===== src/rtl/gpio_bank.sv =====
// GPIO bank: per-channel IN / OUT / IRQ_MASK / EDGE registers on an
// Avalon-MM slave, with double-synchronised pins and sticky edge capture.
module gpio_bank #(
   parameter int CHANNELS  = 4,
   parameter int WIDTH     = 32,
   parameter int EDGE_MODE = 0
) (
   input  logic                      clk_clk,
   input  logic                      reset_reset_n,
   input  logic [4:0]                avs_address,
   input  logic                      avs_read,
   input  logic                      avs_write,
   input  logic [31:0]               avs_writedata,
   output logic [31:0]               avs_readdata,
   input  logic [CHANNELS*WIDTH-1:0] gpio_in_port,
   output logic [CHANNELS*WIDTH-1:0] gpio_out_port,
   output logic                      irq
);

   localparam int BITS = CHANNELS * WIDTH;

   logic [BITS-1:0]  sync1_q, sync1_d;
   logic [BITS-1:0]  sync2_q, sync2_d;
   logic [BITS-1:0]  prev_q, prev_d;
   logic [BITS-1:0]  out_q, out_d;
   logic [BITS-1:0]  mask_q, mask_d;
   logic [BITS-1:0]  edge_q, edge_d;
   logic [31:0]      rdata_q, rdata_d;
   logic             irq_q, irq_d;

   logic [2:0]       chan;
   logic [1:0]       rsel;
   logic [WIDTH-1:0] wval;
   logic [BITS-1:0]  w1c;
   logic [BITS-1:0]  det;
   logic             unused_wdata;

   assign chan         = avs_address[4:2];
   assign rsel         = avs_address[1:0];
   assign wval         = avs_writedata[WIDTH-1:0];
   assign unused_wdata = ^avs_writedata;

   always_comb begin
      sync1_d = gpio_in_port;
      sync2_d = sync1_q;
      prev_d  = sync2_q;
   end

   always_comb begin
      det = '0;
      case (EDGE_MODE)
         0:       det = sync2_q & ~prev_q;
         1:       det = ~sync2_q & prev_q;
         default: det = sync2_q ^ prev_q;
      endcase
   end

   // A fresh detection wins over a same-cycle write-1-to-clear.
   always_comb begin
      out_d  = out_q;
      mask_d = mask_q;
      w1c    = '0;
      for (int c = 0; c < CHANNELS; c++) begin
         if (avs_write && int'(chan) == c) begin
            case (rsel)
               2'd1:    out_d[c*WIDTH +: WIDTH]  = wval;
               2'd2:    mask_d[c*WIDTH +: WIDTH] = wval;
               2'd3:    w1c[c*WIDTH +: WIDTH]    = wval;
               default: ;
            endcase
         end
      end
      edge_d = (edge_q & ~w1c) | det;
      irq_d  = |(edge_q & mask_q);
   end

   always_comb begin
      rdata_d = '0;
      for (int c = 0; c < CHANNELS; c++) begin
         if (avs_read && int'(chan) == c) begin
            case (rsel)
               2'd0:    rdata_d[WIDTH-1:0] = sync2_q[c*WIDTH +: WIDTH];
               2'd1:    rdata_d[WIDTH-1:0] = out_q[c*WIDTH +: WIDTH];
               2'd2:    rdata_d[WIDTH-1:0] = mask_q[c*WIDTH +: WIDTH];
               default: rdata_d[WIDTH-1:0] = edge_q[c*WIDTH +: WIDTH];
            endcase
         end
      end
   end

   always_ff @(posedge clk_clk or negedge reset_reset_n) begin
      if (!reset_reset_n) begin
         sync1_q <= '0;
         sync2_q <= '0;
         prev_q  <= '0;
         out_q   <= '0;
         mask_q  <= '0;
         edge_q  <= '0;
         rdata_q <= '0;
         irq_q   <= 1'b0;
      end else begin
         sync1_q <= sync1_d;
         sync2_q <= sync2_d;
         prev_q  <= prev_d;
         out_q   <= out_d;
         mask_q  <= mask_d;
         edge_q  <= edge_d;
         rdata_q <= rdata_d;
         irq_q   <= irq_d;
      end
   end

   assign avs_readdata  = rdata_q;
   assign gpio_out_port = out_q;
   assign irq           = irq_q;

endmodule

===== config.mk =====
export PLATFORM = sky130hd
export DESIGN_NAME = gpio_bank
export DESIGN_NICKNAME = d
export VERILOG_FILES = /design/src/rtl/gpio_bank.sv
export SDC_FILE = /design/constraint.sdc
export NUM_CORES = 1
export LEC_CHECK = 0
export BUFFER_PORTS_ARGS = -buffer_cell sky130_fd_sc_hd__buf_2
export CAP_MARGIN = 5
export CORE_MARGIN = 5
export CORE_UTILIZATION = 45
export DETAILED_ROUTE_END_ITERATION = 10
export PLACE_DENSITY = 0.73
export SYNTH_ARGS = -nofsm -noshare
export SYNTH_HDL_FRONTEND = slang
export SYNTH_SLANG_ARGS = --single-unit
export TNS_END_PERCENT = 1

===== constraint.sdc =====
create_clock -name clk_clk -period 1.6 [get_ports clk_clk]
set_clock_uncertainty 0.2 [all_clocks]
set_input_delay 0.24 -clock clk_clk [delete_from_list [all_inputs] [get_ports clk_clk]]
set_output_delay 0.24 -clock clk_clk [all_outputs]
set_load 0.05 [all_outputs]

**Word-level counts from Yosys, hierarchy flattened**

Index checks and enable logic that the tools add are counted.

- Bits in read-only memories: 0
- Register bits: 801
- Latch bits: 0
- Memories: 0
- Input bits: 169
- Logic and storage cells: 58
- RAM bits: 0

- Multipliers: 0
- Shift-type cells: 0
- Equal/unequal tests: 6
- Multiplexer cells: 13
- Reduce and logical (&&, ||, !) cells: 19
- Add/subtract/negate cells: 0
- Bitwise logic cells: 6
- Divide/modulo/power cells: 0
- Order comparisons: 0

Operators with widths:

| cell | count |
|---|---|
| $and A128 B128 Y128 | 3 |
| $pmux W32 S3 | 4 |
| $mux W32 | 9 |
| $not A128 Y128 | 2 |
| $or A128 B128 Y128 | 1 |
| $reduce_or A128 Y1 | 1 |
| $reduce_and A2 Y1 | 8 |
| $logic_and A1 B1 Y1 | 8 |
| $eq A3 B3 Y1 const B | 2 |
| $eq A2 B2 Y1 const B | 2 |
| $eq A3 B2 Y1 const B | 1 |
| $logic_not A3 Y1 | 1 |
| $eq A2 B1 Y1 const B | 1 |
| $logic_not A2 Y1 | 1 |

**Longest topological paths before layout**

Gate-level depths: netlist of the first run.

- Depth after elaboration: 6
- Depth in mapped cells: 8

**Worst setup path after synthesis of the first run**

OpenSTA, ideal clock, no wires.

- Path type: in2reg
- Start point: in avs_write
- End point: reg mask_q[100]
- Buffers on the path: 3
- Slack: -160 ps
- Cell stages on the path: 7
- Data arrival time: 1,435 ps
- Path through: nor2b_1 -> buf_4 -> nand3_1 -> nor2b_1 -> clkbuf_2 -> buf_6 -> mux2_2

- Cells in the longest elaborated chain, start to end: 2

Ends and longest elaborated chain:

| item | line | text |
|---|---|---|
| start: declaration | 12 | `input logic avs_write,` |
| $logic_and A1 B1 Y1 | 64 | `if (avs_write && int'(chan) == c) begin` |
| $reduce_and A2 Y1 (no source line) | - |  |
| end signal: assignment | 106 | `mask_q <= mask_d;` |
| end: declaration | 26 | `logic [BITS-1:0] mask_q, mask_d;` |

Every way passes these cells.
A chain may end at the register's enable or synchronous reset.

**Worst setup path in the final report of the first run**

- Start point: reg edge_q[114]
- End point: reg irq_q, in the netlist irq

- Cells in the longest elaborated chain, start to end: 2

Ends and longest elaborated chain:

| item | line | text |
|---|---|---|
| start: declaration | 27 | `logic [BITS-1:0] edge_q, edge_d;` |
| start signal: assignment | 107 | `edge_q <= edge_d;` |
| $and A128 B128 Y128 | 74 | `irq_d = \|(edge_q & mask_q);` |
| $reduce_or A128 Y1 | 74 |  |
| via irq_d | 29 | `logic irq_q, irq_d;` |
| end signal: assignment | 109 | `irq_q <= irq_d;` |
| end: declaration | 29 |  |

The timed path passes the listed nets, and every way through them passes these cells.

==> flow_summary.rst, run 1 <==
.. list-table::
   :header-rows: 1

   * - Metric
     - Value
   * - Result of the run
     - finished, violations left
   * - Failing checks
     - negative setup slack
   * - Worst skew pair latency
     - 0.65 ns
   * - DRT Wirelength
     - 104 mm
   * - Synth area leader
     - sky130_fd_sc_hd__dfrtp_1
   * - Share of the synthesized area in compound gates (AO/OA/AOI/OAI)
     - 7.99%
   * - Normalized max-slew margin
     - 67.3%
   * - Type of the setup path with the least slack
     - register to register
   * - Number of DRC markers in iteration 0
     - 2249
   * - Y dimension of the die
     - 267 um
   * - GPL Wtd Cong
     - 0.919
   * - Mux contribution to synthesized area
     - 19.7%
   * - Net count reported at finish
     - 2904
   * - Critical Path Sink Type
     - register
   * - Antenna violations before repair
     - 1
   * - Syn avg cell area
     - 15.7 sq um
   * - Peak supply drop
     - 0.000897 V
   * - Post-synthesis cell count
     - 1893
   * - Clock period minus worst slack
     - 1.94 ns
   * - Warnings, synthesis
     - 0
   * - Unrepaired setup endpoints after global routing
     - true
   * - Routed Antenna Nets
     - 0
   * - Synthesized-area fraction occupied by adder cells
     - 0%
   * - Clock root buffer master
     - sky130_fd_sc_hd__clkbuf_16
   * - Cells on worst reg2reg path
     - 5
   * - Number of ports placed on the die boundary
     - 330
   * - CTS tree
     - built
   * - Die footprint
     - 71200 sq um
   * - Average detailed-routed wire length per instance
     - 28.4 um
   * - Core Rows
     - 94
   * - Launch point of the worst reg-to-reg path
     - edge_q[114]
   * - Dominant delay contributor by cell family on the critical path
     - compound AO/OA/AOI/OAI gates
   * - Req. time, crit path
     - 1.90 ns
   * - Crit-path max FO
     - 2
   * - Ratio of total power to cell area
     - 1330 nW/um^2
   * - Mapped cell area
     - 29700 sq um
   * - TritonRoute pass-1 iters
     - 5
   * - Die Width
     - 267 um
   * - Standard cell core area
     - 65600 sq um
   * - Number of buffer and inverter instances along the worst setup path
     - 0
   * - TritonCTS Buffers
     - 83
   * - Maximum count of clock buffers along a single path
     - 3
   * - Final setup margin
     - -0.343 ns
   * - Biggest area contributors in the synthesized netlist
     - sky130_fd_sc_hd__dfrtp_1 (67%), sky130_fd_sc_hd__mux2_2 (9.1%), sky130_fd_sc_hd__mux4_2 (8.2%)
   * - Total leakage power
     - 18.6 nW
   * - Synth unique cells
     - 32
   * - WP data arrival
     - 2.25 ns
   * - Number of vias after detailed routing
     - 21.2k
   * - Max-cap viol count
     - 0
   * - Register-to-register setup slack
     - -0.34 ns
   * - Layout Area Growth over Synthesis
     - 38.6%
   * - Number of nets produced by synthesis
     - 2062
   * - Largest stage delay, worst path
     - 0.45 ns
   * - Async set or reset register ratio after synthesis
     - 100%
   * - Critical path's slowest cell
     - sky130_fd_sc_hd__dfrtp_1
   * - TritonCTS Sinks
     - 801
   * - Tot GR Track Use
     - 28.9%
   * - Number of flip-flops and latches in the synthesized netlist
     - 801
   * - Maximum number of pins on one net before global-route repair
     - 94
   * - Main combinational cell family by area after synthesis
     - multiplexers
   * - Cell-by-cell trace of the critical path
     - a22o_1 > a221oi_4 > nand4_1 > nor4_4 > nand3_1
   * - Starting density of the core
     - 45.3%
   * - DPL Wire Length
     - 71.9 mm
   * - Transition time of the tightest slew-check pin
     - 0.491 ns
   * - Wire length of the first global-routing pass
     - 152 mm
   * - Final setup violation count
     - 181
   * - Endpoints failing hold
     - 0
   * - Seq/Total Area, Yosys
     - 67.5%
   * - Achievable Freq
     - 0.515 GHz
   * - Share of layout cells above drive strength 1
     - 46.5%
   * - Aggregate global routing overflow
     - 0
   * - Nature of the critical path startpoint
     - register
   * - Post-place instance area
     - 35200 sq um
   * - EDFF count, synth
     - 0
   * - Clock transition at path regs
     - 0.06 ns
   * - Area share of the largest cell type after synthesis
     - 67.5%
   * - Worst hold path type
     - input pin to register
   * - Final routed DRC violation total
     - 0
   * - Via density per instance
     - 5.78
   * - Worst r2r dst
     - irq
   * - Number of filler instances in the final layout
     - 4570
   * - Xor and xnor area share after synthesis
     - 0%
   * - Stages on worst setup path
     - 5
   * - Ratio of final minimum period to clock period
     - 121%
   * - Number of buffers added on ports
     - 329
   * - Via count of the first global-routing pass
     - 22.8k
   * - Final count of pins violating max slew
     - 0
   * - Setup slack at placement
     - -0.499 ns
   * - Worst setup endpoint
     - irq
   * - Predominant post-synthesis flop cell
     - sky130_fd_sc_hd__dfrtp_1
   * - Hold Slack
     - 0.0261 ns
   * - Simple-gate share of the synthesized area
     - 1.39%
   * - Final total negative setup slack
     - -14.74 ns
   * - Beginning of the critical path
     - edge_q[114]
   * - Final instance area
     - 41200 sq um
   * - Final Power
     - 54.9 mW
   * - Max H-tree Level
     - 3
-- routing by layer --
layer / share of wire (%) / global-route usage, %
met1: 39 / 39.5
met2: 47 / 45.3
met3: 8.7 / 6.07
met4: 5.0 / 12.9
met5: 0 / 0
-- final cells by class --
class                      count  area (sq um)  area share, %
clock inverter                30           310          0.754
tap                          864          1080           2.63
inverter                     128           480           1.17
sequential                   801         20100           48.8
multi-input combinational    876          8970           21.8
timing repair buffer         845          7720           18.7
clock buffer                 123          2510           6.10
antenna                        1          2.50        0.00608
-- repair_timing --
action / CTS / global route
resized for setup: 402 / 63
pin swaps: 22 / 13
endpoints found under the setup margin: 185 / 189
cloned: 0 / 0
setup buffers: 2 / 0
hold buffers: 163 / 0
endpoints found under the hold margin: 1312 / 0
-- cell usage after synthesis (19+ instances only) --
cell type / count
sky130_fd_sc_hd__mux4_1: 20
sky130_fd_sc_hd__mux2_2: 241
sky130_fd_sc_hd__o21ai_0: 253
sky130_fd_sc_hd__a22oi_1: 68
sky130_fd_sc_hd__o22ai_1: 22
sky130_fd_sc_hd__a21oi_1: 22
sky130_fd_sc_hd__inv_1: 128
sky130_fd_sc_hd__buf_2: 32
sky130_fd_sc_hd__a22o_1: 19
sky130_fd_sc_hd__dfrtp_1: 801
sky130_fd_sc_hd__a221oi_1: 19
sky130_fd_sc_hd__mux4_2: 108
sky130_fd_sc_hd__nand2_1: 46
sky130_fd_sc_hd__clkbuf_1: 26
-- registers in the layout, summed over array words and instances, names as in the netlist --
| signal | cells |
|---|---|
| edge_q | 128 |
| gpio_out_port | 128 |
| mask_q | 128 |
| prev_d | 128 |
| prev_q | 128 |
| sync1_q | 128 |
| avs_readdata | 32 |
| irq | 1 |
-- logic make-up after synthesis --
family	after synthesis
buffers and inverters	216
flip-flops	801
multiplexers	384
AND/OR/NAND/NOR	86
AO/OA/AOI/OAI	406
-- layout by cell type, fill, tap and decap left out, types with 25 or more instances in the layout --
cell type                       Yosys  routed
sky130_fd_sc_hd__o21ai_0          253     253
sky130_fd_sc_hd__clkbuf_8           0      25
sky130_fd_sc_hd__clkbuf_16          0      85
sky130_fd_sc_hd__buf_12             0      51
sky130_fd_sc_hd__buf_4              8     280
sky130_fd_sc_hd__a22oi_2            0      27
sky130_fd_sc_hd__dfrtp_1          801     751
sky130_fd_sc_hd__a22oi_1           68      41
sky130_fd_sc_hd__mux4_2           108     122
sky130_fd_sc_hd__dlygate4sd3_1      0     163
sky130_fd_sc_hd__buf_6             18     174
sky130_fd_sc_hd__buf_2             32     165
sky130_fd_sc_hd__nand2_1           46      46
sky130_fd_sc_hd__inv_1            128     128
sky130_fd_sc_hd__mux2_2           241     241
sky130_fd_sc_hd__dfrtp_2            0      50
-- per-stage QoR --
step | cells | util (%)
after floorplan | 1893 | -
after global placement | 3351 | 53.6
after detailed placement | 3351 | 53.6
after CTS | 3667 | 62.4
after global routing | 3668 | 62.7
final | 3668 | 62.7
-- how the worst min path moves through the flow --
stage                            startpoint               to  slack (ns)  depth (start not counted)
final                     gpio_in_port[122]     sync1_q[122]        0.03                          2
after global placement        reset_reset_n  avs_readdata[2]       -0.06                          1
after detailed placement      reset_reset_n  avs_readdata[2]       -0.06                          1
after floorplan               reset_reset_n  avs_readdata[0]       -0.26                          0
after CTS                  gpio_in_port[36]      sync1_q[36]       0.002                          2
after global routing       gpio_in_port[58]      sync1_q[58]        0.03                          2
-- power breakdown --
part | internal (mW) | switching (mW) | leakage (nW)
clock | 11.6 | 8.28 | 1.38
sequential | 22.2 | 2.03 | 9.27
combinational | 5.14 | 5.66 | 7.91
-- worst reg2reg max path: cells and delay by family (launching register included) --
family / cells / cell delay, ns
AO/OA/AOI/OAI: 2 / 0.61
flip-flops: 1 / 0.45
AND/OR/NAND/NOR: 3 / 0.57
Note: power is estimated with default switching activity, not from simulation.
==> inputs of run 2 (changes only) <==
PLACE_DENSITY = 0.71   (was 0.73)
clock period = 1.9 ns   (was 1.6 ns; I/O delays follow)
==> run 2 against run 1 <==
The run still ends with negative setup slack left; design area shrank 4.6%; sequential cell count unchanged; maximum frequency up 1.2%; combinational power fell by 27%; largest power group unchanged.
==> flow_summary.rst, run 2 (synthesis results as in run 1) <==
.. list-table::
   :header-rows: 1

   * - Metric
     - Value
   * - Result of the run
     - finished, violations left
   * - Failing checks
     - negative setup slack
   * - Post-Layout Cell Count
     - 3586
   * - Final routed DRC violation total
     - 0
   * - Standard cell core area
     - 65600 sq um
   * - Y dimension of the die
     - 267 um
   * - Clock period minus worst slack
     - 1.92 ns
   * - Core Rows
     - 94
   * - Share of layout cells above drive strength 1
     - 40.8%
   * - Final instance area
     - 39300 sq um
   * - Length of routed met3 wiring
     - 9.77 mm
   * - Via count of the first global-routing pass
     - 22.2k
   * - Max-cap viol count
     - 0
   * - Die footprint
     - 71200 sq um
   * - Final total negative setup slack
     - -0.0193 ns
   * - Commonest non-fill, non-tap cells in the layout
     - sky130_fd_sc_hd__dfrtp_1 (798), sky130_fd_sc_hd__buf_2 (307), sky130_fd_sc_hd__o21ai_0 (253)
   * - Achievable Freq
     - 0.521 GHz
   * - Unrepaired setup endpoints after global routing
     - true
   * - Worst hold path type
     - input pin to async pin
   * - Average detailed-routed wire length per instance
     - 28.5 um
   * - Layout Area Growth over Synthesis
     - 32.2%
   * - Final setup margin
     - -0.0193 ns
   * - TritonRoute pass-1 iters
     - 5
   * - Post-place instance area
     - 34600 sq um
   * - Antenna violations before repair
     - 4
   * - Type of the setup path with the least slack
     - register to register
   * - Tot GR Track Use
     - 28.8%
   * - TritonCTS Sinks
     - 801
   * - Max H-tree Level
     - 3
   * - Maximum number of pins on one net before global-route repair
     - 105
   * - Normalized max-slew margin
     - 59.4%
   * - Total routed wire length on the met1 layer
     - 39.7 mm
   * - Clock root buffer master
     - sky130_fd_sc_hd__clkbuf_16
   * - Nature of the critical path startpoint
     - register
   * - Routed wl met2
     - 47.2 mm
   * - Peak supply drop
     - 0.000934 V
   * - Maximum count of clock buffers along a single path
     - 3
   * - CTS tree
     - built
   * - Dominant delay contributor by cell family on the critical path
     - simple AND/OR/NAND/NOR gates
   * - WP data arrival
     - 2.24 ns
   * - Number of ports placed on the die boundary
     - 330
   * - Largest stage delay, worst path
     - 0.45 ns
   * - Total leakage power
     - 18.0 nW
   * - Starting density of the core
     - 45.3%
   * - Instance count after placement with tap cells included
     - 3269
   * - Number of filler instances in the final layout
     - 4896
   * - Req. time, crit path
     - 2.22 ns
   * - Wire length of the first global-routing pass
     - 151 mm
   * - Hold Slack
     - 0.0272 ns
   * - Ratio of total power to cell area
     - 1150 nW/um^2
   * - Number of buffers added on ports
     - 329
   * - Cell-by-cell trace of the critical path
     - a22o_1 > a221oi_1 > nand4_1 > nor4_2 > nand3_1
   * - Via density per instance
     - 5.79
   * - Clock transition at path regs
     - 0.07 ns
   * - GPL Wtd Cong
     - 0.969
   * - Die Width
     - 267 um
   * - DPL Wire Length
     - 71.4 mm
   * - Number of vias after detailed routing
     - 20.8k
   * - Critical Path Sink Type
     - register
   * - Final setup violation count
     - 1
   * - Number of DRC markers in iteration 0
     - 2204
   * - Transition time of the tightest slew-check pin
     - 0.602 ns
   * - DRT Wirelength
     - 102 mm
   * - Endpoints failing hold
     - 0
   * - Most common library cell in the layout ignoring fill and taps
     - sky130_fd_sc_hd__dfrtp_1
   * - Aggregate global routing overflow
     - 0
   * - Critical path's slowest cell
     - sky130_fd_sc_hd__dfrtp_2
   * - Worst skew pair latency
     - 0.65 ns
   * - TritonCTS Buffers
     - 81
   * - Number of buffer and inverter instances along the worst setup path
     - 0
   * - Highest metal layer with signal wires
     - met5
   * - Crit-path max FO
     - 3
   * - Final count of pins violating max slew
     - 0
   * - Routed Antenna Nets
     - 0
   * - Net count reported at finish
     - 2821
   * - Ratio of final minimum period to clock period
     - 101%
-- run 2: worst reg2reg max path, cell delays in order, from the launching register on --
cell and delay [ns]:
sky130_fd_sc_hd__dfrtp_2 0.45, sky130_fd_sc_hd__a22o_1 0.29, sky130_fd_sc_hd__a221oi_1 0.24, sky130_fd_sc_hd__nand4_1 0.15, sky130_fd_sc_hd__nor4_2 0.34, sky130_fd_sc_hd__nand3_1 0.11
-- run 2: what timing repair did --
| item | in CTS | in global routing |
|---|---|---|
| hold buffers | 164 | 0 |
| setup endpoints to repair | 12 | 10 |
| gates resized for setup | 17 | 21 |
| hold endpoints to repair | 1267 | 0 |
| pin swaps | 0 | 6 |
| buffers inserted | 0 | 0 |
-- run 2: final cells by class --
| cell class | count | area [sq um] | area share [%] |
|---|---|---|---|
| Antenna cell | 4 | 10.0 | 0.0255 |
| Clock buffer | 114 | 2360 | 6.02 |
| Clock inverter | 35 | 520 | 1.33 |
| Inverter | 128 | 480 | 1.22 |
| Multi-Input combinational cell | 876 | 8750 | 22.3 |
| Sequential cell | 801 | 20000 | 51.1 |
| Tap cell | 864 | 1080 | 2.75 |
| Timing Repair Buffer | 764 | 6020 | 15.3 |
-- run 2: metal layers --
layer  up-vias  track usage (%)
met5         -            0.338
met3       274             7.47
met2      1252             44.2
met1     10800             39.1
li1       8434                -
met4         2             12.9
-- run 2: worst paths after layout --
check                                       from           endpoint  slack (ns)  depth (start not counted)
worst max-delay path                  edge_q[90]                irq       -0.02                          5
worst min-delay path               reset_reset_n       sync1_q[101]        0.03                          3
worst max register to register        edge_q[90]                irq       -0.02                          5
worst min register to register      sync1_q[127]        prev_d[127]        0.15                          0
max in group asynchronous          reset_reset_n  gpio_out_port[13]        0.20                          5
min in group clk_clk            gpio_in_port[42]        sync1_q[42]        0.07                          2
-- run 2: power breakdown --
part | internal, mW | leakage (nW) | switching [mW] | total [mW]
Clock | 10.2 | 1.40 | 6.94 | 17.2
Sequential | 18.6 | 9.32 | 1.62 | 20.3
Combinational | 3.29 | 7.27 | 4.55 | 7.84
-- run 2: through the flow --
| stage | utilization [%] | total power, mW | setup WS [ns] |
|---|---|---|---|
| final | 59.8 | 45.3 | -0.0193 |
| after CTS | 59.7 | 45.3 | -0.0524 |
| after global placement | 52.7 | 27.7 | -0.169 |
| after floorplan | - | 24.1 | 0.0949 |
| after detailed placement | 52.7 | 27.9 | -0.232 |
| after global routing | 59.8 | 46.7 | -0.0764 |
